==> src/rtl/mem_accum_engine_if.sv <==
// Command/status and memory-port bundle for mem_accum_engine.
// master = requester plus memory side, slave = the engine.
interface mem_accum_engine_if #(
  parameter int unsigned DATA_W = 16,
  parameter int unsigned ADDR_W = 5
);
  logic              start;
  logic              mode;
  logic [ADDR_W-1:0] base_addr;
  logic [ADDR_W:0]   count;
  logic [ADDR_W-1:0] dest_addr;
  logic              ready;
  logic              done;
  logic              overflow;
  logic [ADDR_W-1:0] address;
  logic [DATA_W-1:0] data_in;
  logic              read_enable;
  logic              write_enable;
  logic [DATA_W-1:0] data_out;

  modport master (
    output start, mode, base_addr, count, dest_addr, data_out,
    input  ready, done, overflow, address, data_in, read_enable, write_enable
  );

  modport slave (
    input  start, mode, base_addr, count, dest_addr, data_out,
    output ready, done, overflow, address, data_in, read_enable, write_enable
  );
endinterface

==> src/rtl/mem_accum_engine.sv <==
// Streams Count memory words from BaseAddr, reduces them (sum or max) and writes the result to DestAddr.
// Optional build macro SATURATE_EN: an overflowing sum is written as all ones instead of wrapping.
module mem_accum_engine #(
  parameter int unsigned DATA_W = 16,
  parameter int unsigned ADDR_W = 5
) (
  input  logic               clk_i,
  input  logic               rst_i,
  mem_accum_engine_if.slave  eng_if
);

  localparam int unsigned ACC_W = DATA_W + ADDR_W + 1;
  localparam int unsigned CNT_W = ADDR_W + 1;

  typedef enum logic [1:0] {
    ST_IDLE  = 2'd0,
    ST_RUN   = 2'd1,
    ST_DRAIN = 2'd2,
    ST_WRITE = 2'd3
  } state_e;

  state_e            state_q;
  logic              mode_q;
  logic [ADDR_W-1:0] dest_q;
  logic [CNT_W-1:0]  left_q;
  logic              rd_valid_q;
  logic [ACC_W-1:0]  acc_q;

  logic              ready_q;
  logic              done_q;
  logic              overflow_q;
  logic [ADDR_W-1:0] address_q;
  logic [DATA_W-1:0] data_in_q;
  logic              read_enable_q;
  logic              write_enable_q;

  logic [ACC_W-1:0]  word_c;
  logic [ACC_W-1:0]  acc_d;
  logic              ovf_d;
  logic [DATA_W-1:0] result_d;

  // Reduction step applied to the word returned by last cycle's read.
  always_comb begin
    word_c   = ACC_W'(eng_if.data_out);
    acc_d    = acc_q;
    if (rd_valid_q) begin
      if (mode_q) begin
        acc_d = (word_c > acc_q) ? word_c : acc_q;
      end else begin
        acc_d = acc_q + word_c;
      end
    end
    ovf_d    = !mode_q && (|acc_d[ACC_W-1:DATA_W]);
`ifdef SATURATE_EN
    result_d = ovf_d ? {DATA_W{1'b1}} : acc_d[DATA_W-1:0];
`else
    result_d = acc_d[DATA_W-1:0];
`endif
  end

  always_ff @(posedge clk_i) begin
    if (rst_i) begin
      state_q        <= ST_IDLE;
      mode_q         <= 1'b0;
      dest_q         <= '0;
      left_q         <= '0;
      rd_valid_q     <= 1'b0;
      acc_q          <= '0;
      ready_q        <= 1'b1;
      done_q         <= 1'b0;
      overflow_q     <= 1'b0;
      address_q      <= '0;
      data_in_q      <= '0;
      read_enable_q  <= 1'b0;
      write_enable_q <= 1'b0;
    end else begin
      done_q     <= 1'b0;
      rd_valid_q <= read_enable_q;
      if (rd_valid_q) begin
        acc_q <= acc_d;
      end

      case (state_q)
        ST_IDLE: begin
          if (eng_if.start) begin
            mode_q     <= eng_if.mode;
            dest_q     <= eng_if.dest_addr;
            left_q     <= eng_if.count;
            acc_q      <= '0;
            overflow_q <= 1'b0;
            ready_q    <= 1'b0;
            if (eng_if.count != '0) begin
              state_q       <= ST_RUN;
              read_enable_q <= 1'b1;
              address_q     <= eng_if.base_addr;
            end else begin
              // Empty reduction goes straight to writing a zero result.
              state_q        <= ST_WRITE;
              write_enable_q <= 1'b1;
              address_q      <= eng_if.dest_addr;
              data_in_q      <= '0;
            end
          end
        end

        ST_RUN: begin
          left_q <= left_q - CNT_W'(1);
          if (left_q == CNT_W'(1)) begin
            state_q       <= ST_DRAIN;
            read_enable_q <= 1'b0;
            address_q     <= '0;
          end else begin
            address_q <= address_q + ADDR_W'(1);
          end
        end

        ST_DRAIN: begin
          // Last word arrives now; acc_d already folds it in.
          state_q        <= ST_WRITE;
          write_enable_q <= 1'b1;
          address_q      <= dest_q;
          data_in_q      <= result_d;
          overflow_q     <= ovf_d;
        end

        ST_WRITE: begin
          state_q        <= ST_IDLE;
          write_enable_q <= 1'b0;
          address_q      <= '0;
          data_in_q      <= '0;
          done_q         <= 1'b1;
          ready_q        <= 1'b1;
        end

        default: begin
          state_q <= ST_IDLE;
        end
      endcase
    end
  end

  assign eng_if.ready        = ready_q;
  assign eng_if.done         = done_q;
  assign eng_if.overflow     = overflow_q;
  assign eng_if.address      = address_q;
  assign eng_if.data_in      = data_in_q;
  assign eng_if.read_enable  = read_enable_q;
  assign eng_if.write_enable = write_enable_q;

endmodule

==> src/flat_wrapper.sv <==
// flat-port wrapper written by rule: the top's interface ports become plain ports
module mem_accum_engine_flat 
#(
  parameter int unsigned DATA_W = 16,
  parameter int unsigned ADDR_W = 5
)
  (clk_i, rst_i, eng_if_start, eng_if_mode, eng_if_base_addr, eng_if_count, eng_if_dest_addr, eng_if_data_out, eng_if_ready, eng_if_done, eng_if_overflow, eng_if_address, eng_if_data_in, eng_if_read_enable, eng_if_write_enable);
  mem_accum_engine_if #(.DATA_W(DATA_W), .ADDR_W(ADDR_W)) eng_if_i ();
  input  logic clk_i;
  input  logic rst_i;
  input wire logic [$bits(eng_if_i.start)-1:0] eng_if_start;
  input wire logic [$bits(eng_if_i.mode)-1:0] eng_if_mode;
  input wire logic [$bits(eng_if_i.base_addr)-1:0] eng_if_base_addr;
  input wire logic [$bits(eng_if_i.count)-1:0] eng_if_count;
  input wire logic [$bits(eng_if_i.dest_addr)-1:0] eng_if_dest_addr;
  input wire logic [$bits(eng_if_i.data_out)-1:0] eng_if_data_out;
  output wire logic [$bits(eng_if_i.ready)-1:0] eng_if_ready;
  output wire logic [$bits(eng_if_i.done)-1:0] eng_if_done;
  output wire logic [$bits(eng_if_i.overflow)-1:0] eng_if_overflow;
  output wire logic [$bits(eng_if_i.address)-1:0] eng_if_address;
  output wire logic [$bits(eng_if_i.data_in)-1:0] eng_if_data_in;
  output wire logic [$bits(eng_if_i.read_enable)-1:0] eng_if_read_enable;
  output wire logic [$bits(eng_if_i.write_enable)-1:0] eng_if_write_enable;
  assign eng_if_i.start = eng_if_start;
  assign eng_if_i.mode = eng_if_mode;
  assign eng_if_i.base_addr = eng_if_base_addr;
  assign eng_if_i.count = eng_if_count;
  assign eng_if_i.dest_addr = eng_if_dest_addr;
  assign eng_if_i.data_out = eng_if_data_out;
  assign eng_if_ready = eng_if_i.ready;
  assign eng_if_done = eng_if_i.done;
  assign eng_if_overflow = eng_if_i.overflow;
  assign eng_if_address = eng_if_i.address;
  assign eng_if_data_in = eng_if_i.data_in;
  assign eng_if_read_enable = eng_if_i.read_enable;
  assign eng_if_write_enable = eng_if_i.write_enable;
  mem_accum_engine #(.DATA_W(DATA_W), .ADDR_W(ADDR_W)) u_core (.clk_i(clk_i), .rst_i(rst_i), .eng_if(eng_if_i));
endmodule
==> config.mk <==
export PLATFORM = sky130hd
export DESIGN_NAME = mem_accum_engine_flat
export DESIGN_NICKNAME = d
export VERILOG_FILES = /design/src/rtl/mem_accum_engine_if.sv /design/src/rtl/mem_accum_engine.sv /design/src/flat_wrapper.sv
export SDC_FILE = /design/constraint.sdc
export NUM_CORES = 1
export LEC_CHECK = 0
export BUFFER_PORTS_ARGS = -buffer_cell sky130_fd_sc_hd__buf_2
export CELL_PAD_IN_SITES_DETAIL_PLACEMENT = 2
export CELL_PAD_IN_SITES_GLOBAL_PLACEMENT = 2
export CORE_MARGIN = 2
export CORE_UTILIZATION = 30
export DETAILED_ROUTE_END_ITERATION = 7
export PLACE_DENSITY = 0.83
export SYNTH_ARGS = -nofsm -noshare
export SYNTH_HDL_FRONTEND = slang
export SYNTH_SLANG_ARGS = --single-unit
==> constraint.sdc <==
create_clock -name clk_i -period 2.63 [get_ports clk_i]
set_input_delay 0 -clock clk_i [delete_from_list [all_inputs] [get_ports clk_i]]
set_output_delay 0 -clock clk_i [all_outputs]
set_load 0.005 [all_outputs]
==> results.cfg <==
[run_status]
status = finished with violations
violations = setup timing

[placed_design]
hpwl_um = 13100
numPortBuffers = 61
gp_congestion = 0.885
post_dp_cell_area_um2 = 5180

[floorplanning]
chipHeight_um = 122
die_width_um = 122
dieArea_um2 = 14800
num_rows = 42
coreArea_um2 = 13300
ioPinCount = 62
start_util_pct = 31.0

[logic_synthesis]
synth_cell_types = 57
syn_avg_cell_area_um2 = 7.71
synth-edff-count = 0
synth_area_um2 = 4140
ys_seq_area_share_pct = 30.4
synth_async_sr_flop_share_pct = 0
ys_ff_latch = 63
synth_fp_nets = 613
synthFlopType = dfxtp_1
netlist_instances = 537
ys.warnings.count = 0

[setup_path]
rrSetupSlack_ns = -0.31
critPathCaptureType = flop
crit-reg2reg-capture = u_core.eng_if.data_in[15]$_SDFFE_PP0P_
r2r_cells = 11
path_class = flop to flop
crit_arrival_ns = 3.18
setup.worst_path.start_class = flop
critPathMaxFanout = 8
reg2reg_from = u_core.acc_q[12]$_SDFF_PP0_
crit_required_ns = 2.86

[clocking]
cts.sinks = 63
cts_root_buffer = clkbuf_16
cts_buffers = 9
clkTransAtPathRegs_ns = 0.06
htree_levels = 3
clockBufferDepth = 2
cts_tree = done
clk_latency_ns = 0.35

[layout]
syn2layout_area_growth_pct = 53.2
drive_above_1_share_pct = 39.5
fin_util_pct = 47.6
num_antenna_cells = 0
design_area_um2 = 6350
fill_cells = 1455
final_nets = 769

[sta]
rsz0062_at_grt = true
finalCriticalPeriod_ns = 2.94
hold_violations = 0
skew_ns = 0.0104
fin_crit_sh_pct = 112
setup_tns_ns = -6.36
slew_violations = 0
fmax_mhz = 340
worst_slack_ns = -0.313
slew_headroom_pct = 45.1
setup_viol = 34
worst_pin_slew_ns = 0.821

[power]
peakVddDrop_mv = 0.432
p_per_area_nw_per_um2 = 852
p_leak_uw = 0.00272
p_int_uw = 3140
p_clk_share_pct = 26.6
seq_power_share_pct = 23.8
combPwrFrac_pct = 49.5
netSwitchingPower_uw = 2270
switching_share_pct = 42.0

[detailed_routing]
drc = 0
num_vias = 5029
routed_wirelength_um = 23400
final_antenna_net_count = 0
wl_per_cell_um = 26.8
first_pass_iters = 4
drtIter0Drc = 210
via_per_inst = 5.75

[global_route]
grt_pass1_vias = 5637
antenna_found_initial = 0
grt_pass1_wl_um = 31600
track_usage_pct = 28.6
grt-ovfl-total = 0
grt_max_degree = 29

[job]
cap_violations = 0

[min_path]
holdPathStages = 3
hold_class = primary input to flop
min_from = eng_if_count[5]
hold-path-endpoint = u_core.left_q[5]$_SDFFE_PP0P_
-- per-stage QoR --
step           setup slack [ns]  total power [uW]  hold WS [ns]  instances
3_5_place_dp             -0.388              3340         0.263        833
6_report                 -0.313              5410       0.00772        874
5_1_grt                  -0.396              5660        0.0150        874
4_1_cts                 -0.0719              4960        0.0106        861
3_3_place_gp             -0.158              3150         0.255        833
2_1_floorplan            0.0128              2450         0.136        537
-- layer usage --
metal	wire length (um)	share of wire (%)	global-route usage, %
met3	1080	4.6	7.47
met4	1650	7.0	17.2
met1	8440	36	29.1
met2	12300	52	52.3
met5	0	0	0
-- worst max-delay path: stages, from the launching register on --
cell	delay [ns]
dfxtp_2	0.34
inv_2	0.05
ha_4	0.26
inv_1	0.06
nor4_2	0.30
buf_4	0.18
nand4_1	0.20
or3_4	0.50
and2_4	0.25
a31oi_4	0.20
o22ai_2	0.12
a221o_1	0.35
-- placed cells by master (no fill, tap or decap), types with 4 or more instances in the layout --
cell / synthesis / routed
a21oi_2: 0 / 8
inv_2: 0 / 12
nor3_1: 12 / 10
and3_1: 6 / 6
xnor2_1: 11 / 10
o21ai_1: 0 / 10
nand2_1: 61 / 60
o22ai_4: 0 / 6
o21bai_1: 5 / 4
a221o_1: 11 / 11
a211oi_1: 10 / 7
ha_4: 0 / 10
nor2b_1: 7 / 6
a21oi_1: 45 / 37
inv_1: 45 / 33
buf_2: 0 / 61
nand3_1: 11 / 9
nand4_1: 5 / 5
buf_6: 2 / 5
nor2_2: 0 / 5
nor2_1: 57 / 52
o21ai_0: 27 / 16
dlygate4sd3_1: 0 / 6
o22ai_1: 15 / 6
dfxtp_1: 63 / 53
xor2_1: 5 / 5
buf_4: 0 / 90
nand2b_1: 10 / 10
o31ai_2: 0 / 5
dfxtp_2: 0 / 10
ha_1: 39 / 26
clkbuf_16: 0 / 9
nor3b_1: 5 / 5
and2_1: 5 / 5
a21o_1: 5 / 5
-- how the worst max path moves through the flow --
stage / startpoint / end / slack [ns] / depth (start not counted)
after global placement: u_core.acc_q[0]$_SDFF_PP0_ / u_core.eng_if.overflow$_SDFFE_PP0P_ / -0.16 / 11
after CTS: u_core.acc_q[0]$_SDFF_PP0_ / u_core.eng_if.overflow$_SDFFE_PP0P_ / -0.07 / 11
after floorplan: u_core.acc_q[13]$_SDFF_PP0_ / u_core.eng_if.data_in[15]$_SDFFE_PP0P_ / 0.01 / 11
after detailed placement: u_core.acc_q[0]$_SDFF_PP0_ / u_core.eng_if.overflow$_SDFFE_PP0P_ / -0.39 / 11
after global routing: u_core.acc_q[13]$_SDFF_PP0_ / u_core.eng_if.data_in[15]$_SDFFE_PP0P_ / -0.40 / 11
final: u_core.acc_q[12]$_SDFF_PP0_ / u_core.eng_if.data_in[15]$_SDFFE_PP0P_ / -0.31 / 11
-- power by group through the flow --
stage	logic, uW	clock network [uW]	registers (uW)
4_1_cts	2250	1450	1270
3_5_place_dp	2060	0	1280
6_report	2680	1440	1290
3_3_place_gp	1890	0	1260
5_1_grt	2850	1500	1310
2_1_floorplan	1200	0	1250
-- area by class of cell --
cell class | instances | area (um^2) | area share, %
multi-input combinational | 409 | 3200 | 50.4
sequential | 63 | 1270 | 20.1
timing repair buffer | 164 | 1140 | 17.9
clock buffer | 10 | 239 | 3.76
tap | 176 | 220 | 3.47
inverter | 46 | 173 | 2.72
clock inverter | 6 | 108 | 1.69
-- state kept, by name, indices dropped and copies added, names as in the netlist, 2 cells and up --
name	cells
u_core.acc_q	22
u_core.eng_if.data_in	16
u_core.left_q	6
u_core.dest_q	5
u_core.eng_if.address	5
u_core.state_q	2
-- cell families after synthesis --
group | after synthesis | share of synthesized area [%]
flip-flops | 63 | 30.4
AND/OR/NAND/NOR | 192 | 21.7
adder cells (fa/ha/maj) | 40 | 12.3
buffers and inverters | 65 | 6.25
multiplexers | 2 | 0.513
XOR/XNOR | 16 | 3.38
AO/OA/AOI/OAI | 159 | 25.4
-- cells in the mapped netlist (all sizes together), types with 10 or more instances --
library cell | instances | area (um^2)
nand2 | 61 | 229
dfxtp | 63 | 1260
inv | 45 | 169
o21ai | 27 | 135
a211oi | 10 | 75.1
a21oi | 45 | 225
o22ai | 15 | 93.8
nor2 | 57 | 214
a221o | 11 | 110
nand3 | 11 | 55.1
clkbuf | 16 | 60.1
ha | 39 | 488
xnor2 | 11 | 96.3
nor3 | 13 | 70.1
nand2b | 10 | 62.6
-- repair_timing --
item,CTS,global route
pin swaps,22,41
endpoints found under the hold margin,6,0
hold buffers,6,0
resized for setup,52,81
setup endpoints to repair,36,39
buffers inserted,6,13
(Power assumes the default switching activity.)
